## src/rtl/microcode_sequencer.sv

```systemverilog
// -----------------------------------------------------------------------------
// microcode_sequencer
//
// Control unit for the bus computer. It owns the instruction register (IR) and
// the micro-step counter, and decodes opcode + step into the control word that
// drives the datapath.
//
// Timing: the step counter advances on the falling clock edge, so the control
// word is settled across every rising edge, which is where the datapath and
// the IR latch.
//
// Parameters
//   BUS_SIZE  width of the bus and the IR
//   ADR_SIZE  width of the operand field IR[ADR_SIZE-1:0]
//   STEPS     micro-steps per instruction (5..8, the step port is 3 bits)
//
// Ports
//   clk     in   system clock
//   clr     in   asynchronous active-high reset; forces all controls to 0
//   bus     in   shared bus, loaded into the IR when ii=1
//   cf, zf  in   registered carry / zero flags from the datapath
//   ir_out  out  {zeros, IR operand field}, driven onto the bus when io=1
//   step    out  current micro-step
//   hlt .. fi    out  active-high control word
// -----------------------------------------------------------------------------
module microcode_sequencer #(
  parameter int BUS_SIZE = 8,
  parameter int ADR_SIZE = 4,
  parameter int STEPS    = 5
) (
  input  logic                clk,
  input  logic                clr,
  input  logic [BUS_SIZE-1:0] bus,
  input  logic                cf,
  input  logic                zf,
  output logic [BUS_SIZE-1:0] ir_out,
  output logic [2:0]          step,
  output logic                hlt,
  output logic                mi,
  output logic                ri,
  output logic                ro,
  output logic                io,
  output logic                ii,
  output logic                ai,
  output logic                ao,
  output logic                eo,
  output logic                su,
  output logic                bi,
  output logic                oi,
  output logic                ce,
  output logic                co,
  output logic                j,
  output logic                fi
);

  typedef enum logic [3:0] {
    OP_NOP = 4'h0,
    OP_LDA = 4'h1,
    OP_ADD = 4'h2,
    OP_SUB = 4'h3,
    OP_STA = 4'h4,
    OP_LDI = 4'h5,
    OP_JMP = 4'h6,
    OP_JC  = 4'h7,
    OP_JZ  = 4'h8,
    OP_OUT = 4'hE,
    OP_HLT = 4'hF
  } opcode_t;

  localparam logic [2:0] LAST_STEP = 3'(STEPS - 1);

  logic [BUS_SIZE-1:0] ir;
  logic [3:0]          opcode;
  logic                halted;
  logic [2:0]          step_next;
  logic                halted_next;

  assign opcode = ir[BUS_SIZE-1 -: 4];
  assign ir_out = {{(BUS_SIZE-ADR_SIZE){1'b0}}, ir[ADR_SIZE-1:0]};

  // IR latches on the rising edge, in the middle of T1 where ii is asserted.
  // Because ii is 0 while halted, the IR is naturally frozen during halt.
  always_ff @(posedge clk or posedge clr) begin
    if (clr) begin
      ir <= '0;
    end else if (ii) begin
      ir <= bus;
    end
  end

  // Step counter and halt flag live on the falling edge so the control word
  // never changes near the rising edge that consumes it.
  always_ff @(negedge clk or posedge clr) begin
    if (clr) begin
      step   <= '0;
      halted <= 1'b0;
    end else begin
      step   <= step_next;
      halted <= halted_next;
    end
  end

  // hlt is only ever 1 at T2 of HLT or while already halted, so holding the
  // counter whenever hlt is high freezes it at step 2.
  always_comb begin
    step_next   = step;
    halted_next = halted;
    if (hlt) begin
      halted_next = 1'b1;
    end else if (step == LAST_STEP) begin
      step_next = '0;
    end else begin
      step_next = step + 3'd1;
    end
  end

  // Control word decode. Only one of ao/ro/co/eo/io is raised in any row,
  // so the bus always has a single driver.
  always_comb begin
    hlt = 1'b0;
    mi  = 1'b0;
    ri  = 1'b0;
    ro  = 1'b0;
    io  = 1'b0;
    ii  = 1'b0;
    ai  = 1'b0;
    ao  = 1'b0;
    eo  = 1'b0;
    su  = 1'b0;
    bi  = 1'b0;
    oi  = 1'b0;
    ce  = 1'b0;
    co  = 1'b0;
    j   = 1'b0;
    fi  = 1'b0;
    if (!clr) begin
      if (halted) begin
        hlt = 1'b1;
      end else begin
        case (step)
          3'd0: begin
            co = 1'b1;
            mi = 1'b1;
          end
          3'd1: begin
            ro = 1'b1;
            ii = 1'b1;
            ce = 1'b1;
          end
          3'd2: begin
            case (opcode)
              OP_LDA, OP_ADD, OP_SUB, OP_STA: begin
                io = 1'b1;
                mi = 1'b1;
              end
              OP_LDI: begin
                io = 1'b1;
                ai = 1'b1;
              end
              OP_JMP: begin
                io = 1'b1;
                j  = 1'b1;
              end
              // Flags are read combinationally, so j follows cf/zf within T2.
              OP_JC: begin
                io = 1'b1;
                j  = cf;
              end
              OP_JZ: begin
                io = 1'b1;
                j  = zf;
              end
              OP_OUT: begin
                ao = 1'b1;
                oi = 1'b1;
              end
              OP_HLT: begin
                hlt = 1'b1;
              end
              default: ;
            endcase
          end
          3'd3: begin
            case (opcode)
              OP_LDA: begin
                ro = 1'b1;
                ai = 1'b1;
              end
              OP_ADD, OP_SUB: begin
                ro = 1'b1;
                bi = 1'b1;
              end
              OP_STA: begin
                ao = 1'b1;
                ri = 1'b1;
              end
              default: ;
            endcase
          end
          3'd4: begin
            if (opcode == OP_ADD || opcode == OP_SUB) begin
              eo = 1'b1;
              ai = 1'b1;
              fi = 1'b1;
              su = (opcode == OP_SUB);
            end
          end
          default: ;
        endcase
      end
    end
  end

endmodule

```

## config.mk

```make
export PLATFORM = sky130hd
export DESIGN_NAME = microcode_sequencer
export DESIGN_NICKNAME = d
export VERILOG_FILES = /design/src/rtl/microcode_sequencer.sv
export SDC_FILE = /design/constraint.sdc
export NUM_CORES = 1
export LEC_CHECK = 0
export CAP_MARGIN = 15
export CORE_MARGIN = 2
export CORE_UTILIZATION = 42
export CTS_CLUSTER_SIZE = 20
export DETAILED_ROUTE_END_ITERATION = 10
export PLACE_DENSITY = 0.79
export SLEW_MARGIN = 20
export SYNTH_ARGS = -nofsm -noshare
export SYNTH_HDL_FRONTEND = slang
export SYNTH_SLANG_ARGS = --single-unit
```

## constraint.sdc

```tcl
create_clock -name clk -period 1.95 [get_ports clk]
set_clock_uncertainty 0.05 [all_clocks]
set_input_delay 0.195 -clock clk [delete_from_list [all_inputs] [get_ports clk]]
set_output_delay 0.195 -clock clk [all_outputs]
set_load 0.01 [all_outputs]
```

# Yosys cells after proc, flatten, opt, wreduce, memory -nomap -nowiden
# Cells that the tools add are included.
[op_classes] add_sub_neg=1 n_eq_ne=14 n_mux=55 n_reduce_logical=6
[ops] operator="2-to-1 mux 1 bit" n=49
[ops] operator="== test 4 x 3 -> 1 bit (second input constant)" n=4
[ops] operator="== test 4 bit (second input constant)" n=3
[ops] operator="== test 4 x 2 -> 1 bit (second input constant)" n=2
[ops] operator="OR reduction 8 bit" n=1
[ops] operator="== test 3 x 2 -> 1 bit (second input constant)" n=2
[ops] operator="case mux 1 bit (2 select lines)" n=3
[ops] operator="case mux 1 bit (3 select lines)" n=2
[ops] operator="== test 4 x 1 -> 1 bit (second input constant)" n=1
[ops] operator="OR reduction 4 bit" n=1
[ops] operator="adder 3 x 1 -> 3 bit (second input constant)" n=1
[ops] operator="== test 3 x 1 -> 1 bit (second input constant)" n=1
[ops] operator="== test 3 bit (second input constant)" n=1
[ops] operator="logical NOT 3 bit" n=1
[ops] operator="2-to-1 mux 3 bit" n=1
[ops] operator="OR reduction 3 bit" n=1
[ops] operator="OR reduction 2 bit" n=1
[ops] operator="logical OR 1 bit" n=1
[word_totals] ff_bits=12 word_cells=79

# Longest topological paths before layout
[logic_depth] word_depth=6 mapped_depth=6 ltp_nobuf=5

==> results.py <==
metrics = {
    "status": {
        "outcome": "finished, violations left",
        "failed_checks": "setup timing",
    },
    "power_and_ir_drop": {
        "p_leak_nw": 0.897,
        "finalPower_mw": 1.61,
        "power.density_nw_per_um2": 823,
        "peakVddDrop_uv": 980,
    },
    "placement": {
        "gp_congestion": 0.745,
        "preCtsSetupSlack_ps": -1300,
        "place_area_um2": 1530,
        "port_buffers": 34,
        "hpwl_um": 2000,
        "dpl.cell_count": 175,
    },
    "run": {
        "max_cap_violations": 0,
    },
    "worst_setup_path": {
        "worstPathRequired_ps": 1700,
        "r2r-end": "ir[0]",
        "startpoint": "step[1]",
        "critPathLaunchType": "flop",
        "cp_slowest_stage_delay_ps": 490,
        "crit_top_cell": "ha_4",
        "ff2ff_path_depth": 8,
        "crit_fanout": 4,
        "crit_family": "simple AND/OR/NAND/NOR gates",
        "end_kind": "primary output",
        "reg2reg_from": "step[0]",
        "reg2reg_slack_ps": -940,
        "critPathBufInv": 1,
        "path_cells": "ha_4 > ha_4 > or4b_4 > nand2b_4 > a21oi_4 > buf_6",
        "path_class": "reg -> out",
        "cp.arrival_ps": 2970,
        "cpMaxStageDelayCell": "or4b_4",
    },
    "clocking": {
        "cts.clk_slew.worst_paths_ps": 70,
        "cts_buffers": 3,
        "cts_sinks": 12,
        "root_buffer": "clkbuf_4",
        "cts_tree": "done",
        "clk-insertion-delay-late_ps": 280,
        "clk_path_buf_depth": 2,
        "hold_buffers": 0,
        "htree_levels": 1,
    },
    "timing": {
        "rsz0062_at_grt": "true",
        "finalHoldViolCount": 0,
        "setup-violations-final": 31,
        "setup_ws_ps": -1270,
        "maxSlewViolCount": 0,
        "setup_tns_ps": -25910,
        "worst_hold_slack_ps": 365,
    },
    "cells_and_area": {
        "antenna_cells": 0,
        "mostFrequentLayoutCells": "buf_4 (32), buf_6 (31), clkdlybuf4s50_1 (14), mux2_4 (9), dfrtp_1 (8)",
        "syn_to_final_growth_pct": 110,
        "drive_above_1_share_pct": 68.4,
        "mostFrequentLayoutCell": "buf_4",
        "nets": 192,
        "layoutNonFillerInstCount": 202,
        "finalInstanceArea_um2": 1960,
        "final_core_util_pct": 91.0,
    },
    "yosys": {
        "postSynthCellCount": 96,
        "seq_area_frac_synth_pct": 32.3,
        "avgSynthCellArea_um2": 9.70,
        "ys_warn_count": 0,
        "synth_area_um2": 931,
        "synth_edf_count": 0,
        "ys_types": 37,
        "synth_ff_type": "dfrtp_1",
        "ys_ff_latch": 12,
        "async_reset_ff_share_pct": 100,
    },
    "floorplan": {
        "die-height_um": 51.1,
        "core_area_um2": 2150,
        "dieArea_um2": 2610,
        "die_w_um": 51.1,
        "io_pins": 39,
        "rows": 17,
        "initial_core_util_pct": 43.3,
    },
    "drt": {
        "via_per_inst": 5.30,
        "wl_per_cell_um": 20.1,
        "wirelength_um": 4060,
        "ant_nets": 0,
        "drc": 0,
        "drtIter0Drc": 31,
        "vias": 1071,
        "first_pass_iters": 4,
    },
    "global_routing": {
        "grt_pass1_vias": 1101,
        "track_usage_pct": 29.0,
        "antenna_found_initial": 0,
        "overflow": 0,
        "grt_start_max_net_pins": 11,
        "grt_pass1_wl_um": 5540,
    },
    "min_path": {
        "hold_path_class": "in -> async",
    },
}
[cell families (layout without fill, tap and decap cells)]
| logic type | after synthesis | in the layout | synth area share, % |
|---|---|---|---|
| buf+inv | 22 | 97 | 14.4 |
| simple gates | 32 | 32 | 21.9 |
| xor+xnor | 2 | 2 | 1.88 |
| fa+ha+maj | 5 | 5 | 6.72 |
| flops | 12 | 12 | 32.3 |
| compound gates | 13 | 13 | 11.6 |
| mux | 9 | 9 | 10.9 |
| other cells | 1 | 4 | 0.403 |
[per-layer routing]
layer	routed length [um]	GRT usage (%)	share of wire [%]
met1	1710	38.3	42
met2	1980	48.7	49
met3	230	2.05	5.7
met4	139	12.6	3.4
met5	0	0	0
[sequential cells by signal, summed over array words and instances (netlist names)]
signal  flops
ir          8
halted      1
step        3
[what timing repair did]
action,in CTS,in global routing
resized for setup,136,17
pin swaps,15,12
endpoints found under the setup margin,30,31
setup buffers,18,13
[synth_stat cells (2+ instances only)]
master | number | area [um^2]
nor3_1 | 5 | 25.0
a21oi_1 | 3 | 15.0
ha_1 | 5 | 62.6
inv_1 | 8 | 30.0
nor2_1 | 5 | 18.8
mux2_1 | 3 | 33.8
buf_4 | 11 | 82.6
xnor2_1 | 2 | 17.5
nand2_1 | 5 | 18.8
nand2b_1 | 3 | 18.8
dfrtn_1 | 4 | 100
nand3_1 | 3 | 15.0
mux2_2 | 6 | 67.6
o21ai_0 | 3 | 15.0
dfrtp_1 | 8 | 200
[report_power, final]
part	leakage (nW)	switching [mW]	internal, mW	total [mW]
clock	0.0210	0.0831	0.114	0.197
sequential	0.146	0.0421	0.284	0.326
combinational	0.730	0.454	0.632	1.09
total	0.897	0.579	1.03	1.61
[area by class of cell]
cell class | count | area [um^2]
multi-input combinational | 65 | 773
clock buffer | 4 | 36.3
inverter | 8 | 37.5
timing repair buffer | 85 | 773
sequential | 12 | 300
tap | 28 | 35.0
fill | 76 | 193
[worst reg2reg max path: stages (launching register included)]
cell and delay (ps):
dfrtn_1 480, buf_6 150, buf_6 110, ha_4 120, nor4b_4 200, buf_4 180
buf_6 110, buf_6 120, mux2_4 300
[how the worst max path moves through the flow]
stage,end,slack [ps],depth (start not counted)
finish,ao,-1270,6
global route,ao,-1320,6
CTS,ro,-1220,6
detailed placement,ao,-1300,6
global placement,ao,-1260,6
floorplan,ao,-880,5
(Power assumes the default switching activity.)
